--- src/rtl/hub75_pkg.sv ---
// Shared definitions for the HUB75 scan engine: FSM state codes, default panel
// geometry, and helpers that derive field widths from that geometry.
package hub75_pkg;

  localparam int DEF_HPIXEL   = 64;
  localparam int DEF_VPIXEL   = 64;
  localparam int DEF_BPP      = 8;
  localparam int DEF_SEGMENTS = 2;
  localparam int DEF_BASE_OE  = 8;

  typedef logic [1:0] state_t;

  localparam state_t ST_IDLE    = 2'd0;
  localparam state_t ST_SHIFT   = 2'd1;
  localparam state_t ST_LATCH   = 2'd2;
  localparam state_t ST_DISPLAY = 2'd3;

  function automatic int col_bits(input int hpixel);
    return $clog2(hpixel);
  endfunction

  function automatic int row_bits(input int vpixel, input int segments);
    return $clog2(vpixel / segments);
  endfunction

  function automatic int addr_bits(input int hpixel, input int vpixel);
    return $clog2(hpixel * vpixel);
  endfunction

  // A single-plane panel still needs a 1-bit plane register
  function automatic int plane_bits(input int bpp);
    return (bpp > 1) ? $clog2(bpp) : 1;
  endfunction

  function automatic int oe_cnt_bits(input int base_oe, input int bpp);
    return $clog2(base_oe << (bpp - 1)) + 1;
  endfunction

endpackage

--- src/rtl/hub75_bcm_timer.sv ---
// Binary-weighted display timer: loaded with BASE_OE << plane, counts down while
// running and flags the final display cycle.
module hub75_bcm_timer
  import hub75_pkg::*;
#(
  parameter int BASE_OE = DEF_BASE_OE,
  parameter int BPP     = DEF_BPP
) (
  input  logic                       clk,
  input  logic                       rst_n,
  input  logic                       i_load,
  input  logic [plane_bits(BPP)-1:0] i_plane,
  input  logic                       i_run,
  output logic                       o_done
);

  localparam int OW = oe_cnt_bits(BASE_OE, BPP);

  logic [OW-1:0] r_count;

  always_ff @(posedge clk) begin
    if (!rst_n) begin
      r_count <= '0;
    end else if (i_load) begin
      r_count <= OW'(BASE_OE) << i_plane;
    end else if (i_run && (r_count != '0)) begin
      r_count <= r_count - OW'(1);
    end
  end

  // Done on the last cycle so the caller can release OE exactly on time
  assign o_done = i_run && (r_count == OW'(1));

endmodule

--- src/rtl/hub75_scan.sv ---
// HUB75 scan engine: fetches a row of pixels per bit plane, shifts one bit per
// segment/colour into the panel, latches it and shows it for a BCM-weighted time.
module hub75_scan
  import hub75_pkg::*;
#(
  parameter int HPIXEL   = DEF_HPIXEL,
  parameter int VPIXEL   = DEF_VPIXEL,
  parameter int BPP      = DEF_BPP,
  parameter int SEGMENTS = DEF_SEGMENTS,
  parameter int BASE_OE  = DEF_BASE_OE
) (
  input  logic                                   clk,
  input  logic                                   rst_n,
  input  logic                                   i_en,
  output logic [addr_bits(HPIXEL, VPIXEL)-1:0]   o_rd_addr,
  input  logic [SEGMENTS*3*BPP-1:0]              i_rd_data,
  output logic                                   o_hub_clk,
  output logic                                   o_hub_lat,
  output logic                                   o_hub_oe_n,
  output logic [row_bits(VPIXEL, SEGMENTS)-1:0]  o_hub_addr,
  output logic [SEGMENTS*3-1:0]                  o_hub_rgb,
  output logic                                   o_frame_start
);

  localparam int CB   = col_bits(HPIXEL);
  localparam int RB   = row_bits(VPIXEL, SEGMENTS);
  localparam int AW   = addr_bits(HPIXEL, VPIXEL);
  localparam int PB   = plane_bits(BPP);
  localparam int TW   = CB + 2;
  localparam int ROWS = VPIXEL / SEGMENTS;

  localparam logic [TW-1:0] T_LAST      = TW'(2 * HPIXEL + 1);
  localparam logic [TW-1:0] T_LAST_DATA = TW'(2 * HPIXEL - 1);
  localparam logic [RB-1:0] ROW_LAST    = RB'(ROWS - 1);
  localparam logic [PB-1:0] PLANE_LAST  = PB'(BPP - 1);

  state_t               r_state;
  logic [TW-1:0]        r_tcnt;
  logic [RB-1:0]        r_row;
  logic [PB-1:0]        r_plane;
  logic [AW-1:0]        r_rd_addr;
  logic                 r_hub_clk;
  logic                 r_hub_lat;
  logic                 r_hub_oe_n;
  logic [RB-1:0]        r_hub_addr;
  logic [SEGMENTS*3-1:0] r_hub_rgb;
  logic                 r_frame_start;

  logic [TW-1:0]        w_tnext;
  logic [CB-1:0]        w_next_col;
  logic [AW-1:0]        w_shift_addr;
  logic                 w_plane_wrap;
  logic                 w_row_wrap;
  logic [RB-1:0]        w_next_row;
  logic [PB-1:0]        w_next_plane;
  logic [AW-1:0]        w_row_start_addr;
  logic [SEGMENTS*3-1:0] w_plane_bits;
  logic                 w_oe_done;

  // Odd shift slots fetch column (t+1)/2, so the column is the upper bits of t+1
  assign w_tnext      = r_tcnt + TW'(1);
  assign w_next_col   = w_tnext[CB:1];
  assign w_shift_addr = AW'({r_row, w_next_col});

  assign w_plane_wrap     = (r_plane == PLANE_LAST);
  assign w_row_wrap       = (r_row == ROW_LAST);
  assign w_next_plane     = w_plane_wrap ? '0 : r_plane + PB'(1);
  assign w_next_row       = !w_plane_wrap ? r_row : (w_row_wrap ? '0 : r_row + RB'(1));
  assign w_row_start_addr = AW'({w_next_row, {CB{1'b0}}});

  always_comb begin
    logic [BPP-1:0] v_chan;
    v_chan       = '0;
    w_plane_bits = '0;
    for (int i = 0; i < SEGMENTS * 3; i++) begin
      v_chan          = i_rd_data[i*BPP +: BPP];
      w_plane_bits[i] = v_chan[r_plane];
    end
  end

  hub75_bcm_timer #(
    .BASE_OE (BASE_OE),
    .BPP     (BPP)
  ) u_bcm_timer (
    .clk     (clk),
    .rst_n   (rst_n),
    .i_load  (r_state == ST_LATCH),
    .i_plane (r_plane),
    .i_run   (r_state == ST_DISPLAY),
    .o_done  (w_oe_done)
  );

  always_ff @(posedge clk) begin
    if (!rst_n) begin
      r_state       <= ST_IDLE;
      r_tcnt        <= '0;
      r_row         <= '0;
      r_plane       <= '0;
      r_rd_addr     <= '0;
      r_hub_clk     <= 1'b0;
      r_hub_lat     <= 1'b0;
      r_hub_oe_n    <= 1'b1;
      r_hub_addr    <= '0;
      r_hub_rgb     <= '0;
      r_frame_start <= 1'b0;
    end else begin
      r_frame_start <= 1'b0;
      case (r_state)
        ST_IDLE: begin
          r_hub_oe_n <= 1'b1;
          r_hub_clk  <= 1'b0;
          r_hub_lat  <= 1'b0;
          if (i_en) begin
            r_state       <= ST_SHIFT;
            r_row         <= '0;
            r_plane       <= '0;
            r_tcnt        <= '0;
            r_rd_addr     <= '0;
            r_frame_start <= 1'b1;
          end
        end

        // Even slots raise the panel clock, odd slots capture data and drop it
        ST_SHIFT: begin
          if (r_tcnt == T_LAST) begin
            r_state    <= ST_LATCH;
            r_tcnt     <= '0;
            r_hub_clk  <= 1'b0;
            r_hub_lat  <= 1'b1;
            r_hub_addr <= r_row;
          end else begin
            r_tcnt <= w_tnext;
            if (r_tcnt[0]) begin
              r_hub_clk <= 1'b0;
              r_hub_rgb <= w_plane_bits;
              if (r_tcnt < T_LAST_DATA) begin
                r_rd_addr <= w_shift_addr;
              end
            end else begin
              r_hub_clk <= (r_tcnt != '0);
            end
          end
        end

        ST_LATCH: begin
          r_hub_lat  <= 1'b0;
          r_hub_oe_n <= 1'b0;
          r_state    <= ST_DISPLAY;
        end

        ST_DISPLAY: begin
          if (w_oe_done) begin
            r_hub_oe_n <= 1'b1;
            if (!i_en) begin
              r_state <= ST_IDLE;
            end else begin
              r_state       <= ST_SHIFT;
              r_tcnt        <= '0;
              r_plane       <= w_next_plane;
              r_row         <= w_next_row;
              r_rd_addr     <= w_row_start_addr;
              r_frame_start <= w_plane_wrap && w_row_wrap;
            end
          end
        end

        default: begin
          r_state    <= ST_IDLE;
          r_hub_oe_n <= 1'b1;
        end
      endcase
    end
  end

  assign o_rd_addr     = r_rd_addr;
  assign o_hub_clk     = r_hub_clk;
  assign o_hub_lat     = r_hub_lat;
  assign o_hub_oe_n    = r_hub_oe_n;
  assign o_hub_addr    = r_hub_addr;
  assign o_hub_rgb     = r_hub_rgb;
  assign o_frame_start = r_frame_start;

endmodule
--- config.mk ---
export PLATFORM = sky130hd
export DESIGN_NAME = hub75_scan
export DESIGN_NICKNAME = d
export VERILOG_FILES = /design/src/rtl/hub75_pkg.sv /design/src/rtl/hub75_bcm_timer.sv /design/src/rtl/hub75_scan.sv
export SDC_FILE = /design/constraint.sdc
export NUM_CORES = 1
export LEC_CHECK = 0
export ABC_AREA = 1
export ABC_CLOCK_PERIOD_IN_PS = 1900
export CORE_ASPECT_RATIO = 1.2
export CORE_MARGIN = 4
export CORE_UTILIZATION = 40
export DETAILED_ROUTE_END_ITERATION = 10
export DONT_BUFFER_PORTS = 1
export PLACE_DENSITY_LB_ADDON = 0.2
export SLEW_MARGIN = 20
export SYNTH_ARGS = -nofsm -noshare
export SYNTH_HDL_FRONTEND = slang
export SYNTH_SLANG_ARGS = --single-unit
export TNS_END_PERCENT = 5
--- constraint.sdc ---
create_clock -name clk -period 1.9 [get_ports clk]
set_input_delay 0.19 -clock clk [delete_from_list [all_inputs] [get_ports clk]]
set_output_delay 0.19 -clock clk [all_outputs]
set_load 0.02 [all_outputs]
After elaboration in Yosys (flattened, before gate mapping)
Index checks and enable logic that the tools add are counted.
{"block": "word_totals", "in_bits": 51, "regBits": 56, "wordCells": 107, "out_inout_bits": 27}
{"block": "op_classes", "n_lt_le_gt_ge": 2, "add_sub_neg": 4, "n_eq_ne": 14, "n_bitwise": 1, "n_reduce_logical": 21, "shift": 1, "muxes": 52}
{"cell": "$mux 12", "n": 6}
{"cell": "$pmux 12 s3", "n": 1}
{"cell": "$mux 5", "n": 5}
{"cell": "$mux 8", "n": 3}
{"cell": "$pmux 8 s3", "n": 1}
{"cell": "$mux 11", "n": 2}
{"cell": "$bmux 1 s3", "n": 6}
{"cell": "$mux 1", "n": 14}
{"cell": "$ne 2x2->1 const B", "n": 7}
{"cell": "$mux 3", "n": 4}
{"cell": "$eq 11x1->1 const B", "n": 1}
{"cell": "$reduce_bool 11->1", "n": 1}
{"cell": "$shl 4x3->11 const A", "n": 1}
{"cell": "$sub 11x1->11 const B", "n": 1}
{"cell": "$pmux 5 s2", "n": 1}
{"cell": "$add 8x1->8 const B", "n": 1}
{"cell": "$eq 8x8->1 const B", "n": 1}
{"cell": "$lt 8x7->1 const B", "n": 1}
{"cell": "$pmux 2 s4", "n": 1}
{"cell": "$reduce_and 2->1", "n": 4}
{"cell": "$reduce_bool 2->1", "n": 4}
{"cell": "$reduce_bool 8->1", "n": 1}
{"cell": "$reduce_and 7->1", "n": 1}
{"cell": "$mux 2", "n": 3}
{"cell": "17 further kinds", "n": 24}

Logic depth before layout (Yosys ltp)
Gate-level depths: netlist of the first run.
{"block": "depth", "depth_word": 6, "depth_mapped": 11}

Cells and area by module
A second synthesis of the first run with hierarchy kept.
{"block": "unflattened", "hier_cells": 642, "hier_area_um2": 3868.7}
{"mod": "hub75_scan", "cells_per_inst": 493, "area_per_inst_um2": 2986.6, "instances": 1}
{"mod": "hub75_bcm_timer", "cells_per_inst": 149, "area_per_inst_um2": 882.1, "instances": 1}

Least setup slack after synthesis of the first run
OpenSTA, ideal clock, no wires.
{"block": "synth_path", "path_type": "register to register", "from": "register r_plane[1]", "to": "register r_rd_addr[10], in the netlist o_rd_addr[10]", "path_stages_with_launch": 9, "setup_time_ns": 0.113, "path_slack_ns": 0.295, "arrival_ns": 1.493, "cell_sequence": "dfxtp_1 -> ha_1 -> ha_1 -> clkbuf_1 -> inv_1 -> o21ai_0 -> o21ai_0 -> nor2_1 -> nor2_1"}
{"block": "synth_between", "elab_chain_len": 5}
{"item": "from (decl)", "line": "hub75_scan.sv:40", "source": "logic [PB-1:0] r_plane;"}
{"item": "from (signal assigned)", "line": "hub75_scan.sv:159", "source": "r_plane <= w_next_plane;"}
{"item": "$eq 3x3->1", "line": "hub75_scan.sv:65", "source": "assign w_plane_wrap = (r_plane == PLANE_LAST);"}
{"item": "$mux 5", "line": "hub75_scan.sv:68", "source": "assign w_next_row = !w_plane_wrap ? r_row : (w_row_wrap ? '0 : r_row + RB'(1));"}
{"item": "$mux 12", "line": "hub75_scan.sv:154", "source": "if (!i_en) begin"}
{"item": "$mux 12", "line": "hub75_scan.sv:152", "source": "if (w_oe_done) begin"}
{"item": "$pmux 12 s3", "line": "hub75_scan.sv:108", "source": "case (r_state)"}
{"item": "to (signal assigned)", "line": "hub75_scan.sv:137", "source": "r_rd_addr <= w_shift_addr;"}
{"item": "to (signal assigned)", "line": "hub75_scan.sv:161", "source": "r_rd_addr <= w_row_start_addr;"}
{"item": "to (decl)", "line": "hub75_scan.sv:41", "source": "logic [AW-1:0] r_rd_addr;"}
Every way passes these cells. The select of a mux whose other input is x is not followed.
A chain may end at the register's enable or synchronous reset.

Worst setup path in the final report of the first run
{"block": "layout_path", "from": "register r_state[1]", "to": "register r_rd_addr[8], in the netlist o_rd_addr[8]"}
{"block": "layout_between", "elab_chain_len": 4}
{"item": "from (decl)", "line": "hub75_scan.sv:37", "source": "state_t r_state;"}
{"item": "from (signal assigned)", "line": "hub75_scan.sv:95", "source": "r_state <= ST_IDLE;"}
{"item": "from (signal assigned)", "line": "hub75_scan.sv:114", "source": "r_state <= ST_SHIFT;"}
{"item": "from (signal assigned)", "line": "hub75_scan.sv:126", "source": "r_state <= ST_LATCH;"}
{"item": "$eq 2x2->1", "line": "hub75_scan.sv:89, hub75_scan.sv:108"}
{"item": "$logic_and 1x1->1", "line": "hub75_bcm_timer.sv:32", "source": "assign o_done = i_run && (r_count == OW'(1));"}
{"item": "$ne 2x2->1 (no source line)"}
{"item": "$reduce_and 7->1 (no source line)"}
Several ways; a longest one is shown, not always the timed one.

==> results of run 1 <==
worst reg2reg max path, delay by kind of cell (launching register included):
family / cells / cell delay (ns)
flip-flops: 1 / 0.39
adder cells (fa/ha/maj): 1 / 0.21
buffers and inverters: 3 / 0.44
AO/OA/AOI/OAI: 2 / 0.36
AND/OR/NAND/NOR: 3 / 0.22
per-layer routing:
metal  global-route usage [%]  wire (um)
met2                     31.0       4660
met1                     23.2       4270
met5                        0          0
met3                     3.42        447
met4                     5.68        174
cells in the mapped netlist, types with 3 or more instances:
cell type and n:
a211oi_1 5, a21oi_1 40, buf_1 3, buf_2 9, buf_6 3, clkbuf_1 10
dfxtp_1 55, ha_1 18, inv_1 52, inv_2 7, nand2_1 168, nand2_2 5
nand3_1 86, nand3b_1 3, nand4_1 13, nor2_1 65, nor3_1 3, o21ai_0 19
flip-flops by register name, summed over array words and instances (netlist names):
register,count
o_frame_start,1
o_hub_addr,5
o_hub_clk,1
o_hub_lat,1
o_hub_oe_n,1
o_hub_rgb,6
o_rd_addr,11
r_plane,3
r_row,5
r_state,2
r_tcnt,8
u_bcm_timer.r_count,11
where the power goes:
| part | internal, mW | leakage [nW] | total, mW | switching (mW) |
|---|---|---|---|---|
| sequential | 1.46 | 0.448 | 1.88 | 0.420 |
| combinational | 1.16 | 1.26 | 3.11 | 1.95 |
| clock | 0.259 | 0.0412 | 0.656 | 0.397 |
| total | 2.88 | 1.75 | 5.65 | 2.77 |
what timing repair did:
item                                    4_1_cts  5_1_grt
hold endpoints to repair                     20        0
endpoints found under the setup margin        0       11
hold buffers                                  2        0
gates resized for setup                       0        2
setup buffers                                 0        3
layout make-up:
type                       count  area [um2]  area share [%]
clock buffer                   6        72.6            1.86
clock inverter                 2        12.5           0.322
inverter                      60         225            5.79
multi-input combinational    441        2160            55.6
sequential                    55        1100            28.3
tap                          117         146            3.76
timing repair buffer          22         170            4.37
cells by family after synthesis:
logic type                 after synthesis  synth area share (%)
AOI/OAI and AO/OA                       71                  10.9
adders and majority gates               18                  6.23
DFF                                     55                  30.5
buffers and inverters                   86                  9.98
other                                    1                 0.104
and+or+nand+nor                        349                  42.1
xor gates and xnor gates                 1                 0.243
worst max path at each step:
stage	depth (start not counted)	endpoint	slack (ns)	startpoint
3_3_place_gp	6	o_rd_addr[10]	0.21	r_state[0]
6_report	9	o_rd_addr[8]	0.20	r_state[1]
5_1_grt	11	o_rd_addr[8]	0.003	r_row[0]
4_1_cts	7	o_rd_addr[10]	0.13	r_state[0]
3_5_place_dp	6	o_rd_addr[5]	0.16	r_state[0]
2_1_floorplan	8	o_rd_addr[10]	0.29	r_plane[1]
stage by stage:
| stage | hold WS (ns) | instances | utilization, % |
|---|---|---|---|
| after floorplan | 0.348 | 581 | - |
| after global placement | 0.318 | 689 | 43.1 |
| after detailed placement | 0.319 | 689 | 43.1 |
| final | 0.0201 | 703 | 44.7 |
| after CTS | 0.00961 | 699 | 44.3 |
| after global routing | 0.0286 | 703 | 44.7 |
==> flow_summary.json, run 1 <==
{
  "status": "completed",
  "fin_crit_ns": 1.70,
  "cts_buffers": 5,
  "layout_setup_ws_ns": 0.197,
  "netlist-cell-type-count": 32,
  "cp.required_ns": 2.12,
  "worstSetupStartpointType": "flip-flop",
  "cts_max_level": 2,
  "nets": 654,
  "pre_cts_slack_ns": 0.158,
  "cts_tree": "yes",
  "ys.flop_type": "dfxtp_1",
  "min_from": "rst_n",
  "layout-drive-gt1-share_pct": 8.70,
  "syn_inst": 581,
  "antenna_found_initial": 0,
  "cp_max_fo": 10,
  "path_class": "reg2reg",
  "post-route-period-util_pct": 89.6,
  "slowest_stage": "dfxtp_1",
  "setup_tns_ns": 0,
  "yosysTopAreaCell": "dfxtp_1",
  "rsz0062_at_grt": "false",
  "num_vias": 3623,
  "cts-root-buf": "clkbuf_8",
  "synthesis.nets": 650,
  "hp-class": "in2reg",
  "netlist_area_mm2": 0.00361,
  "timing.rr.end": "o_rd_addr[8]",
  "dp_hpwl_um": 7130,
  "post-route-drc-count": 0,
  "hold_path_end": "u_bcm_timer.r_count[8]",
  "cp_data_arrival_time_ns": 1.92,
  "core.rowCount": 37,
  "avgViaCountPerCell": 5.15,
  "die_w_um": 94.8,
  "critPathCaptureType": "flip-flop",
  "p_leak_nw": 1.75,
  "gr-total-overflow": 0,
  "synth.ff_latch_count": 55,
  "pin_count": 78,
  "finalSetupViolCount": 0,
  "synth_edf_count": 0,
  "max_stage_delay_ns": 0.39,
  "clockBufferDepth": 2,
  "clock_latency_ns": 0.31,
  "antenna_left": 0,
  "port_buffers": 0,
  "regToRegStartpoint": "r_state[1]",
  "dpl_cell_area_mm2": 0.00375,
  "p_total_mw": 5.65,
  "fp.dieH_um": 112,
  "place_congestion": 0.899,
  "area_growth_pct": 7.72,
  "grt_pass1_wl_um": 16000,
  "synthTopCellsByArea": "dfxtp_1 30%, nand2_1 17%, nand3_1 12%, nor2_1 6.8%, ha_1 6.2%",
  "fin_skew_ns": 0.0144,
  "drt_wl_total_um": 9550,
  "cellPowerDensity_mw_per_mm2": 1450,
  "core_area_mm2": 0.00870,
  "start_util_pct": 41.5,
  "synth_top_area_share_pct": 30.5,
  "drv_cap": 0,
  "die-area_mm2": 0.0106,
  "fmax_mhz": 587,
  "final_common_cell": "nand2_1",
  "path_cells": "inv_1 > ha_1 > inv_2 > o21ai_1 > a21oi_4 > buf_4 > nand4_1 > nand2_1 > nor2_1",
  "ir_worst_vdd_mv": 0.507,
  "diodes": 0,
  "path_clk_slew_ns": 0.10,
  "async_flop_share_pct": 0,
  "yosysSeqAreaShare_pct": 30.5,
  "drtPass1Iterations": 4,
  "grt_max_degree": 29,
  "worst_pin_slew_ns": 0.815,
  "slew_headroom_pct": 45.5,
  "path_buf_inv": 3,
  "wl_per_cell_um": 13.6,
  "reg2reg_depth": 9,
  "clock_sinks": 55,
  "grt.total_usage_pct": 18.3,
  "mostFrequentLayoutCells": "168 x nand2_1, 86 x nand3_1, 65 x nor2_1",
  "grt_pass1_vias": 3480,
  "n_fill_cell": 933,
  "yosys_warnings": 0,
  "stdcell_area_mm2": 0.00389,
  "cpLargestDelayFamily": "buffers and inverters",
  "drv_slew": 0,
  "holdPathStages": 2,
  "dr.first_iter.drc_count": 257,
  "r2r_setup_slack_ns": 0.20,
  "hold_viol": 0,
  "avgSynthCellArea_um2": 6.22
}
(Power assumes the default switching activity.)
==> run 2, diff against run 1 <==
ABC_CLOCK_PERIOD_IN_PS = 1400   (was 1900)
CORE_MARGIN = 3   (was 4)
clock period = 1.4 ns   (was 1.9 ns; I/O delays follow)
==> flow_summary.json, run 2 (synthesis gave the netlist of run 1 again) <==
{
  "pre_cts_slack_ns": -0.214,
  "post-route-period-util_pct": 106,
  "timing.hold.ws_ns": -0.0790,
  "drv_cap": 0,
  "top_usage_layer": "met2",
  "dr.first_iter.drc_count": 133,
  "path_class": "reg2reg",
  "grt_use_met1_pct": 24.6,
  "grt.total_usage_pct": 19.8,
  "status": "finished, violations left",
  "drv_slew": 0,
  "gr-total-overflow": 0,
  "start_util_pct": 41.5,
  "dp_hpwl_um": 7470,
  "die_w_um": 92.8,
  "core.rowCount": 37,
  "cts_buffers": 5,
  "drtPass1Iterations": 4,
  "cp_data_arrival_time_ns": 1.71,
  "avgViaCountPerCell": 5.04,
  "drt_wl_total_um": 10200,
  "port_buffers": 0,
  "cellPowerDensity_mw_per_mm2": 1940,
  "cts-root-buf": "clkbuf_8",
  "cts_max_level": 2,
  "fin_skew_ns": 0.0115,
  "p_leak_nw": 2.10,
  "antenna_found_initial": 0,
  "rsz0062_at_grt": "true",
  "fin_crit_ns": 1.48,
  "fmax_mhz": 674,
  "clock_latency_ns": 0.32,
  "violations": "negative hold slack, negative setup slack",
  "critPathCaptureType": "flip-flop",
  "grt_pass1_vias": 3682,
  "grt_util_met3_pct": 3.46,
  "pin_count": 78,
  "cts_tree": "yes",
  "post-route-drc-count": 0,
  "fp.dieH_um": 110,
  "die-area_mm2": 0.0102,
  "nets": 714,
  "path_clk_slew_ns": 0.11,
  "wl_per_cell_um": 13.4,
  "grt_pass1_wl_um": 16600,
  "diodes": 0,
  "grt_use_met2_pct": 35.4,
  "cp_max_fo": 7,
  "num_vias": 3843,
  "clock_sinks": 55,
  "cp.required_ns": 1.63,
  "hold_viol": 24,
  "mostFrequentLayoutCells": "157 x nand2_1, 81 x nand3_1, 72 x buf_4",
  "core_area_mm2": 0.00870,
  "area_growth_pct": 30.3,
  "ir_worst_vdd_mv": 0.680,
  "clockBufferDepth": 2,
  "worstSetupStartpointType": "flip-flop",
  "n_fill_cell": 873,
  "grt_max_degree": 29,
  "layout-drive-gt1-share_pct": 27.7,
  "final_common_cell": "nand2_1",
  "antenna_left": 0,
  "layout_setup_ws_ns": -0.0836,
  "place_congestion": 0.831,
  "hp-class": "in2reg",
  "finalSetupViolCount": 33
}
-- run 2: cell types whose count changed in the layout (fill, tap and decap cells not counted), sizes merged --
cell	previous run	this run
nand2	174	175
dlygate4sd3	2	0
buf	20	81
-- run 2: cell type report --
cell class	instances	area (um2)	share of cell area [%]
clock buffers	6	82.6	1.75
clock inverters	2	16.3	0.345
inverters	60	234	4.97
multi-input cells	442	2430	51.7
flip-flops and latches	55	1120	23.8
well taps	117	146	3.11
repair buffers	81	672	14.3
-- run 2: layer usage --
metal | vias up | share of wire (%)
met2 | 73 | 50
met5 | - | 0
met1 | 1743 | 44
met3 | 15 | 4.3
met4 | 0 | 1.7
li1 | 2012 | -
-- run 2: worst paths after layout --
check             startpoint      endpoint  slack [ns]  depth (start not counted)
hold / removal         rst_n     r_tcnt[1]       -0.08                          2
setup reg to reg  r_state[1]  o_rd_addr[5]       -0.08                          9
setup / recovery  r_state[1]  o_rd_addr[5]       -0.08                          9
hold reg to reg    r_tcnt[4]     r_tcnt[4]        0.49                          2
-- run 2: what timing repair did --
action                                  CTS  global route
endpoints found under the setup margin   51            54
hold endpoints to repair                 24            24
setup buffers                             2             5
pin swaps                                 4            19
cloned                                    0             2
gates resized for setup                  33            48
-- run 2: worst max-delay path: stages (launching register included) --
cell and delay, ns:
dfxtp_4 0.38, inv_4 0.08, ha_4 0.16, inv_4 0.05, nand2_2 0.07, nand2_2 0.06, a21oi_4 0.20, nand3_2 0.20
nor2_1 0.14, nor2_1 0.05
-- run 2: per-stage QoR --
step | cell area, um2 | power (mW) | util, % | setup TNS, ns | std cells
CTS | 4490 | 8.85 | 51.6 | -0.870 | 756
detailed placement | 4280 | 7.67 | 49.2 | -3.22 | 746
global route | 4710 | 10.0 | 54.1 | -6.32 | 763
finish | 4710 | 9.14 | 54.1 | -1.20 | 763
global placement | 4280 | 7.60 | 49.2 | -2.59 | 746
floorplan | 3680 | 5.91 | - | -0.509 | 581
-- run 2: power breakdown --
group,switching [mW],internal [mW]
logic,3.11,2.44
clock network,0.577,0.406
registers,0.584,2.02
==> run 3, diff against run 2 <==
MAX_ROUTING_LAYER = met4   (was not set)
==> flow_summary.json, run 3 (synthesis gave the netlist of run 1 again) <==
{
  "cts-root-buf": "clkbuf_8",
  "status": "finished, violations left",
  "stdcell_area_mm2": 0.00471,
  "hold_path_end": "r_tcnt[1]",
  "timing.hold.ws_ns": -0.0793,
  "hold_viol": 24,
  "p_total_mw": 9.13,
  "clockBufferDepth": 2,
  "finalSetupViolCount": 33,
  "final_common_cell": "nand2_1",
  "drtPass1Iterations": 5,
  "drt_wl_total_um": 10200,
  "worstSetupStartpointType": "flip-flop",
  "antenna_found_initial": 0,
  "hp-class": "in2reg",
  "layout-drive-gt1-share_pct": 27.7,
  "fin_skew_ns": 0.0127,
  "violations": "negative hold slack, negative setup slack",
  "setup_tns_ns": -1.15,
  "wl_per_cell_um": 13.4,
  "fp.dieH_um": 110,
  "pin_count": 78,
  "critPathCaptureType": "flip-flop",
  "regToRegStartpoint": "r_state[1]",
  "timing.rr.end": "o_rd_addr[5]",
  "gr-total-overflow": 0,
  "rsz0062_at_grt": "true",
  "cp.required_ns": 1.63,
  "grt_max_degree": 29,
  "layout_setup_ws_ns": -0.0795,
  "ir_worst_vdd_mv": 0.680,
  "mostFrequentLayoutCells": "157 x nand2_1, 81 x nand3_1, 72 x buf_4",
  "path_cells": "inv_4 > ha_4 > inv_4 > nand2_2 > nand2_2 > a21oi_4 > nand3_2 > nor2_1 > nor2_1",
  "cts_tree": "yes",
  "area_growth_pct": 30.3,
  "start_util_pct": 41.5,
  "cts_max_level": 2,
  "cellPowerDensity_mw_per_mm2": 1940,
  "path_buf_inv": 2,
  "cp_data_arrival_time_ns": 1.71,
  "path_class": "reg2reg",
  "grt.total_usage_pct": 20.4,
  "path_clk_slew_ns": 0.11,
  "cts_buffers": 5,
  "cpLargestDelayFamily": "simple AND/OR/NAND/NOR gates",
  "finalNonFillerCells": 763,
  "nets": 714,
  "final_util_pct": 54.1,
  "fin_crit_ns": 1.48,
  "die-area_mm2": 0.0102,
  "r2r_setup_slack_ns": -0.08,
  "holdPathStages": 2,
  "place_congestion": 0.844,
  "min_from": "rst_n",
  "grt_pass1_vias": 3687,
  "port_buffers": 0,
  "reg2reg_depth": 9,
  "core_area_mm2": 0.00870,
  "die_w_um": 92.8,
  "dp_cells": 746,
  "fmax_mhz": 676,
  "pre_cts_slack_ns": -0.214,
  "post-route-period-util_pct": 106,
  "num_vias": 3852,
  "core.rowCount": 37,
  "dp_hpwl_um": 7470,
  "max_stage_delay_ns": 0.38,
  "clock_sinks": 55,
  "post-route-drc-count": 0,
  "grt_pass1_wl_um": 16600,
  "drv_slew": 0,
  "clock_latency_ns": 0.32,
  "diodes": 0,
  "avgViaCountPerCell": 5.05,
  "drv_cap": 0,
  "cp_max_fo": 7,
  "antenna_left": 0,
  "dr.first_iter.drc_count": 129,
  "p_leak_nw": 2.10,
  "slowest_stage": "dfxtp_4",
  "dpl_cell_area_mm2": 0.00428
}
run 3: worst max path at each step:
stage                     startpoint       endpoint  slack [ns]  cells past startpoint
after floorplan           r_state[1]  o_rd_addr[10]       -0.06                     10
after global placement    r_plane[0]  o_rd_addr[10]       -0.22                      7
after detailed placement  r_plane[0]  o_rd_addr[10]       -0.21                      7
after CTS                   r_row[0]   o_rd_addr[6]        -0.1                     11
after global routing       r_tcnt[1]  o_hub_addr[0]       -0.20                      9
final                     r_state[1]   o_rd_addr[5]       -0.08                      9
run 3: final cells by class:
type	count	area (um2)
Tap cell	117	146
Fill cell	873	4000
Timing Repair Buffer	81	672
Clock inverter	2	16.3
Sequential cell	55	1120
Multi-Input combinational cell	442	2430
Clock buffer	6	82.6
Inverter	60	234
run 3: per-layer routing:
layer	vias to the layer above	part of all wire [%]	GRT usage (%)
met4	0	1.3	5.65
li1	2014	-	-
met2	97	50	35.4
met5	-	0	-
met1	1727	43	24.7
met3	14	5.0	3.33
run 3: repair_timing:
item	CTS	global route
endpoints found under the setup margin	51	54
buffers inserted	2	5
endpoints found under the hold margin	24	24
pin swaps	4	19
gates resized for setup	33	48
gates cloned	0	2
run 3: report_power, final:
group          internal, mW  switching (mW)  total (mW)  leakage, nW
registers              2.02           0.583        2.60        0.454
logic                  2.44            3.10        5.55         1.60
clock network         0.406           0.579       0.985       0.0474
total                  4.86            4.27        9.13         2.10
